`config.mk`:
```
export PLATFORM = sky130hd
export DESIGN_NAME = mem_arbiter
export DESIGN_NICKNAME = d
export VERILOG_FILES = /design/src/rtl/mem_arbiter.sv
export SDC_FILE = /design/constraint.sdc
export NUM_CORES = 1
export LEC_CHECK = 0
export CORE_MARGIN = 2
export CORE_UTILIZATION = 24
export DETAILED_ROUTE_END_ITERATION = 10
export GPL_ROUTABILITY_DRIVEN = 0
export PLACE_DENSITY_LB_ADDON = 0.2
export SETUP_SLACK_MARGIN = 0.05
export SYNTH_ARGS = -nofsm -noshare
export SYNTH_HDL_FRONTEND = slang
export SYNTH_SLANG_ARGS = --single-unit
```
`constraint.sdc`:
```
create_clock -name clk_i -period 5.6 [get_ports clk_i]
set_input_delay 1.12 -clock clk_i [delete_from_list [all_inputs] [get_ports clk_i]]
set_output_delay 1.12 -clock clk_i [all_outputs]
set_load 0.01 [all_outputs]
```
`src/rtl/mem_arbiter.sv`:
```
// Memory port arbiter: shares one memory port between instruction fetch (IF)
// and data access (DM). One transaction at a time, registered outputs,
// DM-priority with a fairness limit, and a timeout for unacknowledged accesses.
//
//   state  | meaning
//   IDLE   | no access in flight; requests are sampled and one is granted
//   BUS_IF | fetch on the memory bus, waiting for mem_ack_i or timeout
//   BUS_DM | data access on the memory bus, waiting for mem_ack_i or timeout
//   DONE   | ack/err pulse cycle; requester drops its req before next grant
module mem_arbiter #(
    parameter int AW      = 32,
    parameter int DW      = 32,
    parameter int MAX_DM  = 4,
    parameter int TIMEOUT = 15
) (
    input  logic              clk_i,
    input  logic              rst_i,
    input  logic              if_req_i,
    input  logic [AW-1:0]     if_addr_i,
    output logic              if_ack_o,
    output logic              if_err_o,
    output logic [DW-1:0]     if_rdata_o,
    input  logic              dm_req_i,
    input  logic              dm_we_i,
    input  logic [DW/8-1:0]   dm_be_i,
    input  logic [AW-1:0]     dm_addr_i,
    input  logic [DW-1:0]     dm_wdata_i,
    output logic              dm_ack_o,
    output logic              dm_err_o,
    output logic [DW-1:0]     dm_rdata_o,
    output logic              mem_stb_o,
    output logic              mem_we_o,
    output logic [DW/8-1:0]   mem_sel_o,
    output logic [AW-1:0]     mem_addr_o,
    output logic [DW-1:0]     mem_wdata_o,
    input  logic [DW-1:0]     mem_rdata_i,
    input  logic              mem_ack_i
);

    localparam int FW = $clog2(MAX_DM + 1);
    localparam int TW = $clog2(TIMEOUT + 1);

    typedef enum logic [1:0] {IDLE, BUS_IF, BUS_DM, DONE} state_t;

    state_t         state;
    state_t         state_nxt;
    logic [FW-1:0]  fair_cnt;
    logic [TW-1:0]  tmo_cnt;
    logic           grant_if;
    logic           grant_dm;
    logic           timed_out;

    assign timed_out = (tmo_cnt == TW'(TIMEOUT));

    // Grant decision in IDLE: DM wins a tie until IF has waited MAX_DM grants.
    always_comb begin
        grant_if = 1'b0;
        grant_dm = 1'b0;
        if (state == IDLE) begin
            if (if_req_i && dm_req_i) begin
                if (fair_cnt == FW'(MAX_DM)) grant_if = 1'b1;
                else                         grant_dm = 1'b1;
            end else if (if_req_i) begin
                grant_if = 1'b1;
            end else if (dm_req_i) begin
                grant_dm = 1'b1;
            end
        end
    end

    // Next-state logic; stb is high exactly while in a BUS state.
    always_comb begin
        state_nxt = state;
        case (state)
            IDLE: begin
                if (grant_if)      state_nxt = BUS_IF;
                else if (grant_dm) state_nxt = BUS_DM;
            end
            BUS_IF, BUS_DM: begin
                if (mem_ack_i || timed_out) state_nxt = DONE;
            end
            DONE:    state_nxt = IDLE;
            default: state_nxt = IDLE;
        endcase
    end

    // State register.
    always_ff @(posedge clk_i) begin
        if (rst_i) state <= IDLE;
        else       state <= state_nxt;
    end

    // Registered bus, pulses, read data, fairness and timeout counters.
    always_ff @(posedge clk_i) begin
        if (rst_i) begin
            fair_cnt    <= '0;
            tmo_cnt     <= '0;
            mem_stb_o   <= 1'b0;
            mem_we_o    <= 1'b0;
            mem_sel_o   <= '0;
            mem_addr_o  <= '0;
            mem_wdata_o <= '0;
            if_ack_o    <= 1'b0;
            if_err_o    <= 1'b0;
            if_rdata_o  <= '0;
            dm_ack_o    <= 1'b0;
            dm_err_o    <= 1'b0;
            dm_rdata_o  <= '0;
        end else begin
            if_ack_o <= 1'b0;
            if_err_o <= 1'b0;
            dm_ack_o <= 1'b0;
            dm_err_o <= 1'b0;
            case (state)
                IDLE: begin
                    if (grant_if) begin
                        mem_stb_o   <= 1'b1;
                        mem_we_o    <= 1'b0;
                        mem_sel_o   <= '1;
                        mem_addr_o  <= if_addr_i;
                        mem_wdata_o <= '0;
                        tmo_cnt     <= '0;
                        fair_cnt    <= '0;
                    end else if (grant_dm) begin
                        mem_stb_o   <= 1'b1;
                        mem_we_o    <= dm_we_i;
                        mem_sel_o   <= dm_we_i ? dm_be_i : '1;
                        mem_addr_o  <= dm_addr_i;
                        mem_wdata_o <= dm_wdata_i;
                        tmo_cnt     <= '0;
                        // A tied DM grant implies fair_cnt < MAX_DM, so this saturates.
                        if (if_req_i) fair_cnt <= fair_cnt + 1'b1;
                    end
                end
                BUS_IF, BUS_DM: begin
                    if (mem_ack_i) begin
                        mem_stb_o <= 1'b0;
                        if (state == BUS_IF) begin
                            if_ack_o   <= 1'b1;
                            if_rdata_o <= mem_rdata_i;
                        end else begin
                            dm_ack_o <= 1'b1;
                            if (!mem_we_o) dm_rdata_o <= mem_rdata_i;
                        end
                    end else if (timed_out) begin
                        mem_stb_o <= 1'b0;
                        if (state == BUS_IF) if_err_o <= 1'b1;
                        else                 dm_err_o <= 1'b1;
                    end else begin
                        tmo_cnt <= tmo_cnt + 1'b1;
                    end
                end
                default: ;
            endcase
        end
    end

endmodule

```
* After elaboration in Yosys (flattened, before gate mapping)
Cells that the tools add are included.
W data, S select, Z words.
** Storage, ports and cells
- Register bits after elaboration :: 147
- Word-level logic and storage cells :: 84
- Bits of input ports :: 138
- Output and inout bits :: 138
** Operators by class
- Muxes and demuxes :: 37
- Add/subtract/negate cells :: 2
- Bitwise operators :: 5
- Equality and inequality tests :: 10
- Reduce and logical (&&, ||, !) cells :: 16
** Operators by type and width (count)
- $mux W32 :: 4
- $mux W4 :: 7
- $mux W1 :: 17
- $mux W3 :: 3
- $reduce_and A3 Y1 :: 3
- $pmux W4 S2 :: 1
- $reduce_and A4 Y1 :: 2
- $mux W2 :: 3
- $ne A2 B2 Y1 const B :: 3
- $ne A3 B3 Y1 const B :: 2
- $pmux W2 S3 :: 1
- $reduce_bool A2 Y1 :: 3
- $not A1 Y1 :: 5
- $add A4 B1 Y4 const B :: 1
- $eq A2 B2 Y1 const B :: 2
- $eq A4 B4 Y1 const B :: 1
- $reduce_and A2 Y1 :: 2
- $reduce_or A4 Y1 :: 1
- $add A3 B1 Y3 const B :: 1
- $eq A3 B3 Y1 const B :: 1
- $reduce_or A3 Y1 :: 1
- $eq A2 B1 Y1 const B :: 1
- $logic_not A2 Y1 :: 1
- $pmux W1 S2 :: 1
- 3 further kinds :: 3

* Logic depth before layout (Yosys ltp)
- Depth after elaboration :: 7
- Gate-level depth with buffers :: 9
- Gate-level depth less buffers :: 6

* Least setup slack after synthesis
Ideal clock, no wire load.
- Path kind :: in2reg
- Start :: input mem_ack_i
- End :: register dm_rdata_o[10]
- Data arrival time :: 1930 ps
- Setup slack :: 3537 ps
- Stages on the path :: 6
- Buffers on the path :: 2
- Data required time :: 5468 ps
- Library setup time :: 132 ps
- Cells stage by stage :: nand2_1 or3_1 clkbuf_1 buf_2 nand2_1 a21oi_1
** Between the ends
- Cells in the longest elaborated chain, start to end :: 1
** RTL lines
- start: declaration :: line 37 : input logic mem_ack_i
- $reduce_and A4 Y1 (no source line)
- end signal: assignment :: line 143 : if (!mem_we_o) dm_rdata_o <= mem_rdata_i;
- end: declaration :: line 30 : output logic [DW-1:0] dm_rdata_o,
Every way passes these cells.
A chain may end at the register's enable or synchronous reset.

* Worst setup path after layout
- Start :: input dm_req_i
- End :: register mem_addr_o[28]
** Between the ends
- Cells in the longest elaborated chain, start to end :: 6
- Elaborated cells between the ends (all ways) :: 10
- Those cells by class :: 7 x mux; 3 x reduce/logical
** RTL lines
- start: declaration :: line 23 : input logic dm_req_i,
- $mux W1 :: line 65 : end else if (dm_req_i) begin
- $mux W1 :: line 63 : end else if (if_req_i) begin
- $mux W1 :: line 60 : if (if_req_i && dm_req_i) begin
- $mux W1 :: line 59 : if (state == IDLE) begin
- $reduce_bool A2 Y1 (no source line)
- $reduce_and A2 Y1 (no source line)
- end signal: assignment :: line 120 : mem_addr_o <= if_addr_i;
- end signal: assignment :: line 128 : mem_addr_o <= dm_addr_i;
- end: declaration :: line 34 : output logic [AW-1:0] mem_addr_o,
Parallel ways exist; a longest one is shown, timed or not.

==> impl_metrics.json <==
{
  "yosysWarnings": 0,
  "io_pins": 276,
  "leakage_uw": 0.00323,
  "crit_fanout": 18,
  "wl_met1_um": 8160,
  "cts-root-buf": "clkbuf_16",
  "cts_made_buffers": 17,
  "drtIter0Drc": 210,
  "clkLatencyLatePin_ns": 0.41,
  "skew_ns": 0.00921,
  "die_width_um": 154,
  "status": "finished, final reports clean",
  "htreeDepth": 4,
  "seq_area_frac_synth": 0.546,
  "ant_nets": 0,
  "postSynthCellCount": 630,
  "wl_met2_um": 7670,
  "dp_hpwl_um": 12300,
  "fin_nets": 1029,
  "antenna_found_initial": 0,
  "relSlewSlack": 0.378,
  "cts_max_path_buffers": 2,
  "finalCritPeriodShare": 0.510,
  "diodes": 0,
  "hold_class": "register to register",
  "core_area_um2": 22000,
  "vias": 5253,
  "multiInputGateArea_um2": 2220,
  "critPathLaunchType": "primary input",
  "drc_errors": 0,
  "synthDistinctLibCells": 40,
  "clock.fmax_mhz": 350,
  "avgViaCountPerCell": 4.46,
  "cts_tree": "yes",
  "synth-edff-count": 0,
  "dpl_cell_area_um2": 8360,
  "final_area_um2": 8970,
  "cts.sinks": 147,
  "cp_num_buf_inv": 2,
  "cp.required_ns": 5.92,
  "register_area_um2": 2940,
  "first_global_vias": 5208,
  "grt_max_degree": 87,
  "final-setup-viol-count": 0,
  "ctsResizeCount": 0,
  "cap_violations": 0,
  "worstPathCellList": "clkdlybuf4s50_1, a21boi_2, or2_1, buf_4, nor2_1, nor4_1",
  "die_area_um2": 23700,
  "finalCoreUtilization": 0.408,
  "synthArstFlopShare": 0,
  "grt_pass1_wl_um": 27600,
  "critPathCaptureType": "register",
  "fillers": 2206,
  "drt_pass1_iterations": 4,
  "peakVddDrop_mv": 0.196,
  "globalRouteTotalUtil": 0.148,
  "tightest_slew_ns": 0.933,
  "synth_flop_cell": "dfxtp_1",
  "overflow": 0,
  "power_density_nw_per_um2": 462,
  "crit_slowest_cell": "clkdlybuf4s50_1",
  "syn-cell-area_um2": 5390,
  "portBuffers": 275,
  "crit_type": "primary input to register",
  "avgRoutedWirePerCell_um": 15.0,
  "route.met3.wl_um": 1690,
  "drive_above_1_share": 0.0590,
  "slowest_delay_ns": 0.56,
  "rows": 54,
  "syn_area_per_cell_um2": 8.56,
  "worstPathArrival_ns": 3.17,
  "rsz0062_at_grt": "no",
  "crit_family": "buffers and inverters",
  "ys_ff_latch": 147,
  "final_max_slew_viol_count": 0,
  "hold_viol": 0,
  "final.setup.tns_ns": 0,
  "highest_layer": "met4",
  "area_growth_pct": 66.3,
  "finalWirelength_um": 17700,
  "path_clk_slew_ns": 0.07,
  "start_util": 0.246,
  "min_period_ns": 2.86,
  "hold_buffers": 0,
  "syn_nets": 773,
  "cts_setup_buffers": 0,
  "die_h_um": 154
}
stage by stage:
stage / total power [uW] / cells / worst slack (ns) / hold WS, ns
floorplan: 2230 / 630 / 3.54 / 0.432
global placement: 2990 / 1147 / 2.36 / 0.442
detailed placement: 2980 / 1147 / 2.30 / 0.447
CTS: 4210 / 1179 / 2.76 / 0.456
global route: 4410 / 1179 / 2.56 / 0.475
finish: 4140 / 1179 / 2.74 / 0.452
per-layer routing:
metal,track usage,vias up
li1,-,2667
met5,0,-
met2,0.228,199
met3,0.0676,7
met4,0.0441,0
met1,0.185,2380
power breakdown:
part	internal [uW]	total, uW	switching (uW)	leakage (uW)
combinational	739	1530	789	0.00174
sequential	1290	1420	127	0.00120
clock	709	1200	487	0.000293
placed cells by master, fill, tap and decap left out, types with 2 or more instances in the layout:
cell and instances:
inv_1 7, or3_1 4, dfxtp_1 147, nor3_1 44, inv_6 2, nand3_1 3, clkinvlp_4 2, nand2_1 135
a21oi_1 69, nor4_1 33, clkdlybuf4s50_1 274, nor2_1 72, clkinv_2 2, clkbuf_16 17, mux2i_1 2, a22o_1 32
ha_1 5, clkinv_4 4, buf_4 11, bufinv_16 3, o21ai_0 4
cell usage after synthesis, drive strengths merged, types with 4 or more instances:
library cell | n | area (um^2)
nand2 | 136 | 513
dfxtp | 147 | 2940
a21oi | 69 | 345
inv | 7 | 26.3
ha | 5 | 62.6
clkbuf | 24 | 90.1
o21ai | 5 | 25.0
a22o | 32 | 280
nor4 | 33 | 206
buf | 24 | 141
nor3 | 45 | 230
nor2 | 74 | 285
or3 | 4 | 25.0
final timing paths:
path | start | to | slack (ns) | depth (start not counted)
setup / recovery | dm_req_i | mem_addr_o[28] | 2.74 | 6
hold / removal | if_rdata_o[2] | if_rdata_o[2] | 0.45 | 2
setup reg to reg | state[0] | dm_rdata_o[6] | 3.22 | 7
hold reg to reg | if_rdata_o[2] | if_rdata_o[2] | 0.45 | 2
worst reg2reg max path, stage by stage (launching register included):
cell,delay (ns)
dfxtp_1,0.33
inv_1,0.07
ha_1,0.46
nand2_1,0.21
or3_1,0.70
buf_4,0.33
nand2_1,0.07
a21oi_1,0.06
kinds of logic (layout without fill, tap and decap cells):
| kind of cell | count (synthesis) | count (layout) | share of synthesized area |
|---|---|---|---|
| AO/OA/AOI/OAI | 115 | 115 | 0.137 |
| XOR/XNOR | 2 | 2 | 0.00325 |
| adder cells (fa/ha/maj) | 5 | 5 | 0.0116 |
| buffers and inverters | 55 | 324 | 0.0478 |
| flip-flops | 147 | 147 | 0.546 |
| multiplexers | 2 | 2 | 0.00371 |
| AND/OR/NAND/NOR | 304 | 304 | 0.251 |
sequential cells by signal (all words and copies together) (netlist names):
register	cells
dm_ack_o	1
dm_err_o	1
dm_rdata_o	32
fair_cnt	3
if_ack_o	1
if_err_o	1
if_rdata_o	32
mem_addr_o	32
mem_sel_o	4
mem_stb_o	1
mem_wdata_o	32
mem_we_o	1
state	2
tmo_cnt	4
cell type report:
type,count,area share
clock buffers,18,0.0478
clock inverters,14,0.0199
inverters,7,0.00293
repair buffers,285,0.315
flip-flops and latches,147,0.328
well taps,280,0.0391
multi-input cells,428,0.247
No activity file was read; power rests on OpenSTA's default activity.
